[src/rtl/spi_pkg.sv]
// Package spi_pkg
// Purpose: constants and types shared by the SPI slave receiver and the lab
//   SPI master: mode bits, the default frame width, the minimum synchronizer
//   depth and the receiver FSM state encoding.
// Ports: none (package).
package spi_pkg;

  // Mode 0: sclk idles low, data sampled on the rising edge.
  localparam logic SPI_CPOL = 1'b0;
  localparam logic SPI_CPHA = 1'b0;

  // Frame width shared with the lab master.
  localparam int SPI_DATA_W = 8;

  // Two flops are the least that gives metastability protection.
  localparam int SPI_SYNC_FF_MIN = 2;

  typedef enum logic {
    IDLE  = 1'b0,
    SHIFT = 1'b1
  } spi_state_t;

endpackage

[src/rtl/spi_sync_edge.sv]
// Module spi_sync_edge
// Purpose: brings one asynchronous pin into the clk domain through a
//   SYNC_FF-deep flop chain and produces single-cycle rise/fall pulses by
//   comparing the synchronized level against its previous sample.
// Ports:
//   clk    in   system clock
//   rst_n  in   asynchronous active-low reset
//   din    in   asynchronous pin
//   sync   out  synchronized level
//   rise   out  1-clk pulse on a 0->1 transition of sync
//   fall   out  1-clk pulse on a 1->0 transition of sync
module spi_sync_edge
  import spi_pkg::*;
#(
  parameter int   SYNC_FF = SPI_SYNC_FF_MIN,
  parameter logic RST_VAL = 1'b0
) (
  input  logic clk,
  input  logic rst_n,
  input  logic din,
  output logic sync,
  output logic rise,
  output logic fall
);

  logic [SYNC_FF-1:0] chain;
  logic               prev;

  // The previous-sample flop resets to the same value as the chain so that
  // leaving reset never fakes an edge (important for ss, which idles high).
  always_ff @(posedge clk or negedge rst_n) begin
    if (!rst_n) begin
      chain <= {SYNC_FF{RST_VAL}};
      prev  <= RST_VAL;
    end else begin
      chain <= {chain[SYNC_FF-2:0], din};
      prev  <= chain[SYNC_FF-1];
    end
  end

  assign sync = chain[SYNC_FF-1];
  assign rise = sync & ~prev;
  assign fall = ~sync & prev;

endmodule

[src/rtl/spi_slave_mode0_rx.sv]
// Module spi_slave_mode0_rx
// Purpose: SPI mode-0 (CPOL=0, CPHA=0) slave that oversamples sclk/ss/mosi in
//   the clk domain, assembles MSB-first DATA_W-bit words and offers each word
//   on a valid/ready handshake. Requires clk >= 4x sclk.
// Configuration macro: SPI_SLAVE_MISO_EN adds the tx_data/miso ports and a
//   transmit shifter for full-duplex operation; without it the block is
//   receive-only.
// Ports:
//   clk        in   system clock
//   rst_n      in   asynchronous active-low reset
//   sclk       in   SPI clock from master (async)
//   ss         in   slave select, active-low (async)
//   mosi       in   serial data from master (async)
//   rx_data    out  last complete word, stable while rx_valid=1
//   rx_valid   out  word available, clears after rx_valid&&rx_ready
//   rx_ready   in   consumer accepts rx_data
//   overrun    out  1-clk pulse: word completed while previous still pending
//   frame_err  out  1-clk pulse: ss rose mid-word
//   busy       out  1 while a frame is in progress
//   tx_data    in   (SPI_SLAVE_MISO_EN) word to transmit
//   miso       out  (SPI_SLAVE_MISO_EN) serial data to master
module spi_slave_mode0_rx
  import spi_pkg::*;
#(
  parameter int DATA_W  = SPI_DATA_W,
  parameter int SYNC_FF = SPI_SYNC_FF_MIN
) (
  input  logic              clk,
  input  logic              rst_n,
  input  logic              sclk,
  input  logic              ss,
  input  logic              mosi,
  output logic [DATA_W-1:0] rx_data,
  output logic              rx_valid,
  input  logic              rx_ready,
  output logic              overrun,
  output logic              frame_err,
`ifdef SPI_SLAVE_MISO_EN
  input  logic [DATA_W-1:0] tx_data,
  output logic              miso,
`endif
  output logic              busy
);

  localparam int CW = $clog2(DATA_W + 1);
  localparam logic [CW-1:0] CNT_FULL = CW'(DATA_W);
  localparam logic [CW-1:0] CNT_LAST = CW'(DATA_W - 1);

  logic sclk_rise, sclk_fall;
  logic ss_s, ss_rise, ss_fall;
  logic mosi_s;

  spi_state_t        state;
  logic [CW-1:0]     bit_cnt;
  logic [DATA_W-1:0] shift;
`ifdef SPI_SLAVE_MISO_EN
  logic [DATA_W-1:0] tx_shift;
`endif

  spi_sync_edge #(.SYNC_FF(SYNC_FF), .RST_VAL(1'b0)) u_sync_sclk (
    .clk (clk), .rst_n(rst_n), .din(sclk),
    .sync(), .rise(sclk_rise), .fall(sclk_fall)
  );

  spi_sync_edge #(.SYNC_FF(SYNC_FF), .RST_VAL(1'b1)) u_sync_ss (
    .clk (clk), .rst_n(rst_n), .din(ss),
    .sync(ss_s), .rise(ss_rise), .fall(ss_fall)
  );

  // mosi passes through the same depth as sclk, so mosi_s is aligned with
  // the sclk_rise pulse that samples it.
  spi_sync_edge #(.SYNC_FF(SYNC_FF), .RST_VAL(1'b0)) u_sync_mosi (
    .clk (clk), .rst_n(rst_n), .din(mosi),
    .sync(mosi_s), .rise(), .fall()
  );

  // Receiver FSM. A word whose last bit arrived is held in bit_cnt==DATA_W for
  // one clk and delivered from there; that state also catches an ss_rise that
  // coincided with the final sclk_rise, so such a word completes without
  // frame_err. clk >= 4x sclk guarantees no sclk edge lands in that clk.
  always_ff @(posedge clk or negedge rst_n) begin
    if (!rst_n) begin
      state     <= IDLE;
      bit_cnt   <= '0;
      shift     <= '0;
      rx_data   <= '0;
      rx_valid  <= 1'b0;
      overrun   <= 1'b0;
      frame_err <= 1'b0;
      busy      <= 1'b0;
`ifdef SPI_SLAVE_MISO_EN
      tx_shift  <= '0;
`endif
    end else begin
      overrun   <= 1'b0;
      frame_err <= 1'b0;
      if (rx_valid && rx_ready) begin
        rx_valid <= 1'b0;
      end

      case (state)
        IDLE: begin
          busy    <= 1'b0;
          bit_cnt <= '0;
          if (ss_fall) begin
            state   <= SHIFT;
            busy    <= 1'b1;
            shift   <= '0;
`ifdef SPI_SLAVE_MISO_EN
            tx_shift <= tx_data;
`endif
          end
        end

        SHIFT: begin
          if (bit_cnt == CNT_FULL) begin
            // Completion overrides the handshake clear above, so a same-clk
            // accept simply loads the new word with no overrun.
            rx_data  <= shift;
            rx_valid <= 1'b1;
            if (rx_valid && !rx_ready) begin
              overrun <= 1'b1;
            end
            bit_cnt <= '0;
`ifdef SPI_SLAVE_MISO_EN
            tx_shift <= tx_data;
`endif
            if (ss_s) begin
              state <= IDLE;
              busy  <= 1'b0;
            end
          end else begin
            if (sclk_rise) begin
              shift   <= {shift[DATA_W-2:0], mosi_s};
              bit_cnt <= bit_cnt + 1'b1;
            end
`ifdef SPI_SLAVE_MISO_EN
            // The falling edge after the last bit of a word arrives with
            // bit_cnt already 0 and must not consume the freshly loaded MSB.
            if (sclk_fall && bit_cnt != '0) begin
              tx_shift <= {tx_shift[DATA_W-2:0], 1'b0};
            end
`endif
            if (ss_rise && !(sclk_rise && bit_cnt == CNT_LAST)) begin
              state   <= IDLE;
              busy    <= 1'b0;
              bit_cnt <= '0;
              if (bit_cnt != '0) begin
                frame_err <= 1'b1;
              end
            end
          end
        end

        default: begin
          state <= IDLE;
          busy  <= 1'b0;
        end
      endcase
    end
  end

`ifdef SPI_SLAVE_MISO_EN
  assign miso = busy & ~ss_s & tx_shift[DATA_W-1];
`else
  logic unused_sclk_fall;
  assign unused_sclk_fall = sclk_fall;
`endif

endmodule
[config.mk]
export PLATFORM = sky130hd
export DESIGN_NAME = spi_slave_mode0_rx
export DESIGN_NICKNAME = d
export VERILOG_FILES = /design/src/rtl/spi_pkg.sv /design/src/rtl/spi_sync_edge.sv /design/src/rtl/spi_slave_mode0_rx.sv
export SDC_FILE = /design/constraint.sdc
export NUM_CORES = 1
export LEC_CHECK = 0
export ABC_AREA = 1
export ABC_CLOCK_PERIOD_IN_PS = 1150
export CAP_MARGIN = 20
export CORE_MARGIN = 5
export CORE_UTILIZATION = 47
export DETAILED_ROUTE_END_ITERATION = 8
export GPL_TIMING_DRIVEN = 0
export MAX_ROUTING_LAYER = met4
export PLACE_DENSITY = 0.75
export SYNTH_ARGS = -nofsm -noshare
export SYNTH_HDL_FRONTEND = slang
export SYNTH_HIERARCHICAL = 1
export SYNTH_SLANG_ARGS = --single-unit
[constraint.sdc]
create_clock -name clk -period 1.15 [get_ports clk]
set_input_delay 0.1725 -clock clk [delete_from_list [all_inputs] [get_ports clk]]
set_output_delay 0.1725 -clock clk [all_outputs]
set_load 0.005 [all_outputs]
==> flow_summary.toml, run 1 <==
[route]
avgViaCountPerCell = 5.38
drt-total-wl_um = 3380
vias = 1060
ant_nets = 0
firstDrtPassIters = 5
drcViolationCount = 0
drt_iter0_markers = 63
wl_per_cell_um = 17.1

[synth]
syn_area_um2 = 1260
synth_fp_nets = 126
syn_area_per_cell_um2 = 10.7
ys_warn_count = 6
netlist_instances = 118

[layout]
area_growth_pct = 49.7
fin_cells = 197
final_core_util = 0.748
drive_gt1_frac = 0.533
fillers = 153
fin_nets = 174
diodes = 0

[global_route]
grt_pass1_wl_um = 4850
antenna_found_initial = 0
grt.total_usage = 0.194
grt_overflow = 0
grt_max_degree = 23
first_global_vias = 1037

[power_and_ir_drop]
power_per_cell_area_nw_per_um2 = 1190
switchingPower_uw = 643
p_clk_frac = 0.282
vdd_drop_max_mv = 0.896
p_leak_uw = 0.000901
seq_power_share = 0.559
swShare = 0.286
cellInternalPower_uw = 1600
combPwrFrac = 0.159

[floorplanning]
num_io_pins = 18
start_util = 0.500
die_w_um = 61.8
num_rows = 18
dieHeight_um = 61.8
die_area_um2 = 3820
core_area_um2 = 2520

[sta]
rsz0062_at_grt = "yes"
setup_viol = 24
min_period_ns = 1.34
tns_ns = -3.47
tightestPinTransition_ns = 0.675
fmax_mhz = 746
skew_ns = 0.00722
hold_ws_ns = 0.232
setup_ws_ns = -0.191
relSlewSlack = 0.549
drv_slew = 0
post-route-period-util = 1.17
hold_viol_final = 0

[worst_setup_path]
worstPathArrival_ns = 1.61
cp.required_ns = 1.42
cp-end-kind = "flop"
cp_max_fo = 7
rr_worst_depth = 6
crit_path_start_kind = "flop"
path_class = "flop to flop"

[status]
violations = "negative setup slack"
outcome = "finished with violations"

[cts]
clkLatencyLatePin_ns = 0.34
clk_pin_slew_ns = 0.10
cts.htree.levels = 2
postCtsHoldBufs = 0
cts_root_buffer = "clkbuf_4"
tritoncts.num_buffers = 5
cts_buffer_depth = 2
cts.sinks = 33
tritoncts = "yes"

[hold_path]
hold_class = "primary input to asynchronous set/reset pin"

[placement]
dp_hpwl_um = 1630
post-place-ws_ns = -0.198
gp_congestion = 0.837
io_buffers = 17
dp_cells = 166

[job]
drv_cap = 0
## worst max-delay path, stage by stage, from the launching register on
cell and delay, ns:
dfrtp_1 0.42, inv_2 0.08, ha_4 0.18, nand3_4 0.10, nand3_4 0.17, buf_4 0.20
o22ai_2 0.13
## path summary, 6_finish.rpt
path	startpoint	to	slack, ns
max reg2reg	bit_cnt[1]$_DFFE_PN0P_	shift[2]$_DFFE_PN0P_	-0.19
max	bit_cnt[1]$_DFFE_PN0P_	shift[2]$_DFFE_PN0P_	-0.19
min in group clk	ss	u_sync_ss/chain[0]$_DFF_PN1_	0.23
max in group asynchronous	rst_n	u_sync_ss/chain[1]$_DFF_PN1_	0.30
min	rst_n	rx_data[0]$_DFFE_PN0P_	0.23
min reg2reg	u_sync_sclk/chain[0]$_DFF_PN0_	u_sync_sclk/chain[1]$_DFF_PN0_	0.36
## layer usage
| metal | global-route usage | share of wire | vias up |
|---|---|---|---|
| met4 | 0.106 | 0.027 | 0 |
| met5 | - | 0 | - |
| li1 | - | - | 471 |
| met2 | 0.288 | 0.51 | 53 |
| met1 | 0.222 | 0.40 | 524 |
| met3 | 0.0806 | 0.061 | 12 |
## power groups by stage
| stage | sequential, uW | combinational, uW | clock [uW] |
|---|---|---|---|
| floorplan | 1260 | 120 | 0 |
| global placement | 1260 | 189 | 0 |
| detailed placement | 1270 | 212 | 0 |
| CTS | 1250 | 257 | 645 |
| global route | 1260 | 376 | 702 |
| finish | 1260 | 356 | 633 |
## cell type report
type                            instances  area [um2]  share of cell area
Timing Repair Buffer                   40         335               0.178
Clock buffer                            7        45.0              0.0239
Tap cell                               30        37.5              0.0199
Inverter                               20        82.6              0.0438
Sequential cell                        33         831               0.441
Multi-Input combinational cell         65         536               0.284
Buffer                                  1        11.3             0.00597
Clock inverter                          1        7.51             0.00398
## metrics by stage
step | instance area [um2] | total power, uW
after floorplan | 1270 | 1380
after global placement | 1480 | 1450
after detailed placement | 1510 | 1480
after CTS | 1760 | 2150
after global routing | 1890 | 2340
final | 1890 | 2250
## cells in the final DEF (no fill, tap or decap), drive strengths merged
| cell | count |
|---|---|
| nand3 | 8 |
| clkdlybuf4s15 | 2 |
| a21oi | 2 |
| clkbuf | 17 |
| inv | 20 |
| buf | 24 |
| clkinvlp | 1 |
| clkdlybuf4s50 | 5 |
| nor2 | 10 |
| dfstp | 3 |
| nor3 | 2 |
| ha | 2 |
| nand2 | 24 |
| dfrtp | 30 |
| o21ai | 9 |
| xor2 | 1 |
| o22ai | 7 |
## repair_timing
| item | 4_1_cts | 5_1_grt |
|---|---|---|
| gates resized for setup | 49 | 35 |
| setup buffers | 11 | 10 |
| pin swaps | 8 | 7 |
| gates cloned | 2 | 0 |
| endpoints found under the setup margin | 37 | 37 |
## sequential cells by signal, summed over array words and instances, names as in the netlist
name               flops
rx_data                8
u_sync_sclk/chain      2
busy                   1
shift                  8
overrun                1
u_sync_ss/prev         1
rx_valid               1
bit_cnt                4
frame_err              1
u_sync_sclk/prev       1
u_sync_ss/chain        2
state                  1
u_sync_mosi/chain      2
(Power assumes the default switching activity.)
==> run 2, diff against run 1 <==
--- a/config.mk
+++ b/config.mk
@@ -12,8 +12,10 @@
 export CORE_UTILIZATION = 47
 export DETAILED_ROUTE_END_ITERATION = 8
 export GPL_TIMING_DRIVEN = 0
+export HOLD_SLACK_MARGIN = 0.03
 export MAX_ROUTING_LAYER = met4
 export PLACE_DENSITY = 0.75
+export SLEW_MARGIN = 20
 export SYNTH_ARGS = -nofsm -noshare
 export SYNTH_HDL_FRONTEND = slang
 export SYNTH_HIERARCHICAL = 1
==> flow_summary.toml, run 2 (same netlist as run 1, synthesis figures left out) <==
[status]
outcome = "finished with violations"
violations = "negative setup slack"

[cts]
cts.sinks = 33
clkLatencyLatePin_ns = 0.35
tritoncts.num_buffers = 5
cts.htree.levels = 2
cts_root_buffer = "clkbuf_4"
cts_buffer_depth = 2
clk_pin_slew_ns = 0.10
tritoncts = "yes"

[power_and_ir_drop]
power_per_cell_area_nw_per_um2 = 1210
vdd_drop_max_mv = 0.959
p_leak_uw = 0.000901
power_uw = 2280

[placement]
post-place-ws_ns = -0.212
gp_congestion = 0.837
io_buffers = 17
dp_hpwl_um = 1560
postPlaceCellArea_um2 = 1480

[floorplanning]
die_area_um2 = 3820
core_area_um2 = 2520
num_rows = 18
die_w_um = 61.8
num_io_pins = 18
start_util = 0.500
dieHeight_um = 61.8

[layout]
top_regs = "rx_data: 8 flops, shift: 8 flops, bit_cnt: 4 flops"
seqCellArea_um2 = 831
area_growth_pct = 49.3
diodes = 0
fillers = 153
fin_area_um2 = 1880
mostFrequentLayoutCell = "dfrtp_1"
most-common-layout-cells = "dfrtp_1, buf_4, nand2_1"
multiInputGateArea_um2 = 524
fin_nets = 175
drive_gt1_frac = 0.542

[hold_path]
hold_class = "primary input to flop"

[global_route]
grt_max_degree = 34
grt_overflow = 0
grt_pass1_wl_um = 4860
met1_usage = 0.202
first_global_vias = 1035
antenna_found_initial = 0
top_usage_layer = "met2"
met3_usage = 0.0806
met2_usage = 0.320
grt.total_usage = 0.195

[job]
drv_cap = 0

[route]
vias = 1038
avgViaCountPerCell = 5.24
ant_nets = 0
drcViolationCount = 0
drt-total-wl_um = 3220
wl_per_cell_um = 16.3
drt_iter0_markers = 45
firstDrtPassIters = 4

[sta]
drv_slew = 0
setup_viol = 24
hold_viol_final = 0
min_period_ns = 1.31
hold_ws_ns = 0.240
tightestPinTransition_ns = 0.717
relSlewSlack = 0.522
skew_ns = 0.0140
fmax_mhz = 762
setup_ws_ns = -0.163
tns_ns = -2.86
rsz0062_at_grt = "yes"
post-route-period-util = 1.14

[worst_setup_path]
cp.required_ns = 1.38
crit_path_start_kind = "flop"
cp_max_fo = 6
cp-end-kind = "flop"
path_class = "flop to flop"
worstPathArrival_ns = 1.54
-- run 2: cell count changes in the layout (fill, tap and decap cells not counted), moves of 2 or more --
| cell | previous run | this run |
|---|---|---|
| a21oi_2 | 0 | 2 |
| buf_12 | 0 | 2 |
| nand2_2 | 4 | 6 |
| buf_2 | 0 | 2 |
| buf_6 | 7 | 5 |
| a21oi_1 | 2 | 0 |
-- run 2: where the power goes --
group          switching [uW]  total, uW  internal (uW)
Combinational             192        329            137
Sequential               41.5       1260           1210
Clock                     393        694            301
Total                     627       2280           1650
-- run 2: routing by layer --
metal,vias up,routed length (um)
li1,473,-
met1,518,1320
met2,37,1670
met3,10,165
met4,0,70
met5,-,0
-- run 2: worst paths after layout --
kind / startpoint / to / slack [ns] / cells past startpoint
max: bit_cnt[1]$_DFFE_PN0P_ / busy$_DFFE_PN0P_ / -0.16 / 9
min: ss / u_sync_ss/chain[0]$_DFF_PN1_ / 0.24 / 1
max reg2reg: bit_cnt[1]$_DFFE_PN0P_ / busy$_DFFE_PN0P_ / -0.16 / 9
min reg2reg: u_sync_sclk/chain[0]$_DFF_PN0_ / u_sync_sclk/chain[1]$_DFF_PN0_ / 0.36 / 0
max in group asynchronous: rst_n / bit_cnt[3]$_DFFE_PN0P_ / 0.25 / 2
min in group asynchronous: rst_n / shift[1]$_DFFE_PN0P_ / 0.41 / 2
-- run 2: area by class of cell --
type | count | area share
timing repair buffer | 41 | 0.180
sequential | 33 | 0.442
inverter | 20 | 0.0426
buffer | 1 | 0.00599
multi-input combinational | 65 | 0.279
tap | 30 | 0.0200
clock buffer | 8 | 0.0313
-- run 2: critical path, stage by stage, from the launching register on --
cell     delay [ns]
dfrtp_1        0.42
inv_2          0.10
ha_4           0.17
nand3_4        0.10
nand2_2        0.09
inv_2          0.05
nand2_4        0.10
nand2_1        0.06
nand2_1        0.05
nand2_1        0.04
-- run 2: repair_timing --
item,4_1_cts,5_1_grt
gates cloned,2,0
pin swaps,5,5
hold buffers,1,0
buffers inserted,12,10
endpoints found under the hold margin,30,0
resized for setup,53,28
setup endpoints to repair,37,35
-- run 2: stage by stage --
| step | util | std cells |
|---|---|---|
| after floorplan | - | 118 |
| after global placement | 0.587 | 165 |
| after detailed placement | 0.585 | 165 |
| after CTS | 0.703 | 188 |
| after global routing | 0.746 | 198 |
| final | 0.746 | 198 |
==> run 3, diff against run 2 <==
--- a/config.mk
+++ b/config.mk
@@ -14,7 +14,7 @@
 export GPL_TIMING_DRIVEN = 0
 export HOLD_SLACK_MARGIN = 0.03
 export MAX_ROUTING_LAYER = met4
-export PLACE_DENSITY = 0.75
+export PLACE_DENSITY = 0.73
 export SLEW_MARGIN = 20
 export SYNTH_ARGS = -nofsm -noshare
 export SYNTH_HDL_FRONTEND = slang
==> flow_summary.toml, run 3 (same netlist as run 1, synthesis figures left out) <==
[floorplanning]
core_area_um2 = 2520
die_w_um = 61.8
dieHeight_um = 61.8
num_io_pins = 18
start_util = 0.500
die_area_um2 = 3820
num_rows = 18

[cts]
cts_buffer_depth = 2
cts.sinks = 33
clk_pin_slew_ns = 0.10
cts.htree.levels = 2
tritoncts = "yes"
cts_root_buffer = "clkbuf_4"
tritoncts.num_buffers = 5
clkLatencyLatePin_ns = 0.34

[route]
vias = 990
avgViaCountPerCell = 5.10
drcViolationCount = 0
firstDrtPassIters = 4
ant_nets = 0
drt-total-wl_um = 2780
wl_per_cell_um = 14.3
drt_iter0_markers = 13

[placement]
gp_congestion = 0.861
postPlaceCellArea_um2 = 1480
dp_hpwl_um = 1540
io_buffers = 17
post-place-ws_ns = -0.187

[sta]
tns_ns = -3.17
rsz0062_at_grt = "yes"
min_period_ns = 1.33
tightestPinTransition_ns = 0.699
fmax_mhz = 753
drv_slew = 0
hold_ws_ns = 0.248
skew_ns = 0.0166
post-route-period-util = 1.15
setup_viol = 25
setup_ws_ns = -0.177
relSlewSlack = 0.534
hold_viol_final = 0

[layout]
diodes = 0
fin_area_um2 = 1810
fillers = 175
top_regs = "rx_data: 8 flops, shift: 8 flops, bit_cnt: 4 flops"
drive_gt1_frac = 0.494
most-common-layout-cells = "dfrtp_1, buf_4, nand2_1"
mostFrequentLayoutCell = "dfrtp_1"
fin_nets = 171
final_core_util = 0.717
area_growth_pct = 43.6
seqCellArea_um2 = 830
multiInputGateArea_um2 = 483

[global_route]
first_global_vias = 990
grt_max_degree = 34
grt_pass1_wl_um = 4280
antenna_found_initial = 0
grt.total_usage = 0.169
grt_overflow = 0

[hold_path]
hold_start = "ss"
hold_class = "primary input to flop"

[worst_setup_path]
cp-end-kind = "flop"
worstPathArrival_ns = 1.56
r2r_start = "bit_cnt[0]$_DFFE_PN0P_"
crit_family = "flip-flops"
cp.required_ns = 1.38
cp-startpoint = "bit_cnt[0]$_DFFE_PN0P_"
cpPeakStageDelay_ns = 0.44
crit_path_start_kind = "flop"
critical_path_buf_inv_count = 3
crit_path_cell_trace = "inv_2 > ha_4 > nand2_2 > inv_2 > nand3_4 > buf_6 > nand2_2 > o21ai_2"
path_class = "flop to flop"
cp_slowest_cell = "dfrtp_1"
cp_max_fo = 7

[power_and_ir_drop]
cellInternalPower_uw = 1640
swShare = 0.261
vdd_drop_max_mv = 0.917
seq_power_share = 0.561
switchingPower_uw = 582
p_leak_uw = 0.000886
power_per_cell_area_nw_per_um2 = 1230
combPwrFrac = 0.134
p_clk_frac = 0.306

[status]
violations = "negative setup slack"
outcome = "finished with violations"

[job]
drv_cap = 0
## run 3: cell types whose count changed in the layout (fill, tap and decap cells not counted), sizes merged
cell	previous run	this run
buf	26	22
clkdlybuf4s15	2	3
nand3	8	7
## run 3: path summary, 6_finish.rpt
kind,endpoint,slack [ns],cells after the start
worst max-delay path,rx_data[4]$_DFFE_PN0P_,-0.18,8
worst min-delay path,u_sync_ss/chain[0]$_DFF_PN1_,0.25,1
worst max register to register,rx_data[4]$_DFFE_PN0P_,-0.18,8
worst min register to register,u_sync_mosi/chain[1]$_DFF_PN0_,0.34,0
max in group asynchronous,shift[5]$_DFFE_PN0P_,0.29,2
min in group asynchronous,state$_DFF_PN0_,0.41,2
## run 3: routing by layer
| metal | vias up | GRT usage | wire length [um] |
|---|---|---|---|
| met5 | - | - | 0 |
| met4 | 0 | 0.112 | 95 |
| met3 | 12 | 0.0640 | 133 |
| met2 | 23 | 0.257 | 1360 |
| met1 | 489 | 0.184 | 1190 |
| li1 | 466 | - | - |
## run 3: final cells by class
| type | instances | share of cell area |
|---|---|---|
| flip-flops and latches | 33 | 0.459 |
| multi-input cells | 64 | 0.267 |
| repair buffers | 38 | 0.172 |
| inverters | 20 | 0.0429 |
| clock buffers | 8 | 0.0325 |
| well taps | 30 | 0.0207 |
| plain buffers | 1 | 0.00622 |
## run 3: what timing repair did
action | CTS | global route
hold endpoints to repair | 30 | 0
gates cloned | 1 | 0
buffers inserted | 11 | 8
hold buffers | 1 | 0
endpoints found under the setup margin | 37 | 37
pin swaps | 9 | 2
resized for setup | 39 | 37
## run 3: power groups by stage
| stage | Clock [uW] | Sequential [uW] | Combinational, uW |
|---|---|---|---|
| 6_report | 681 | 1250 | 298 |
| 3_3_place_gp | 0 | 1260 | 189 |
| 4_1_cts | 689 | 1250 | 241 |
| 5_1_grt | 764 | 1250 | 321 |
| 3_5_place_dp | 0 | 1270 | 194 |
| 2_1_floorplan | 0 | 1260 | 120 |
## run 3: per-stage QoR
stage / std cells / power (uW)
after floorplan: 118 / 1380
after global placement: 165 / 1450
after detailed placement: 165 / 1460
after CTS: 186 / 2180
after global routing: 194 / 2340
final: 194 / 2230
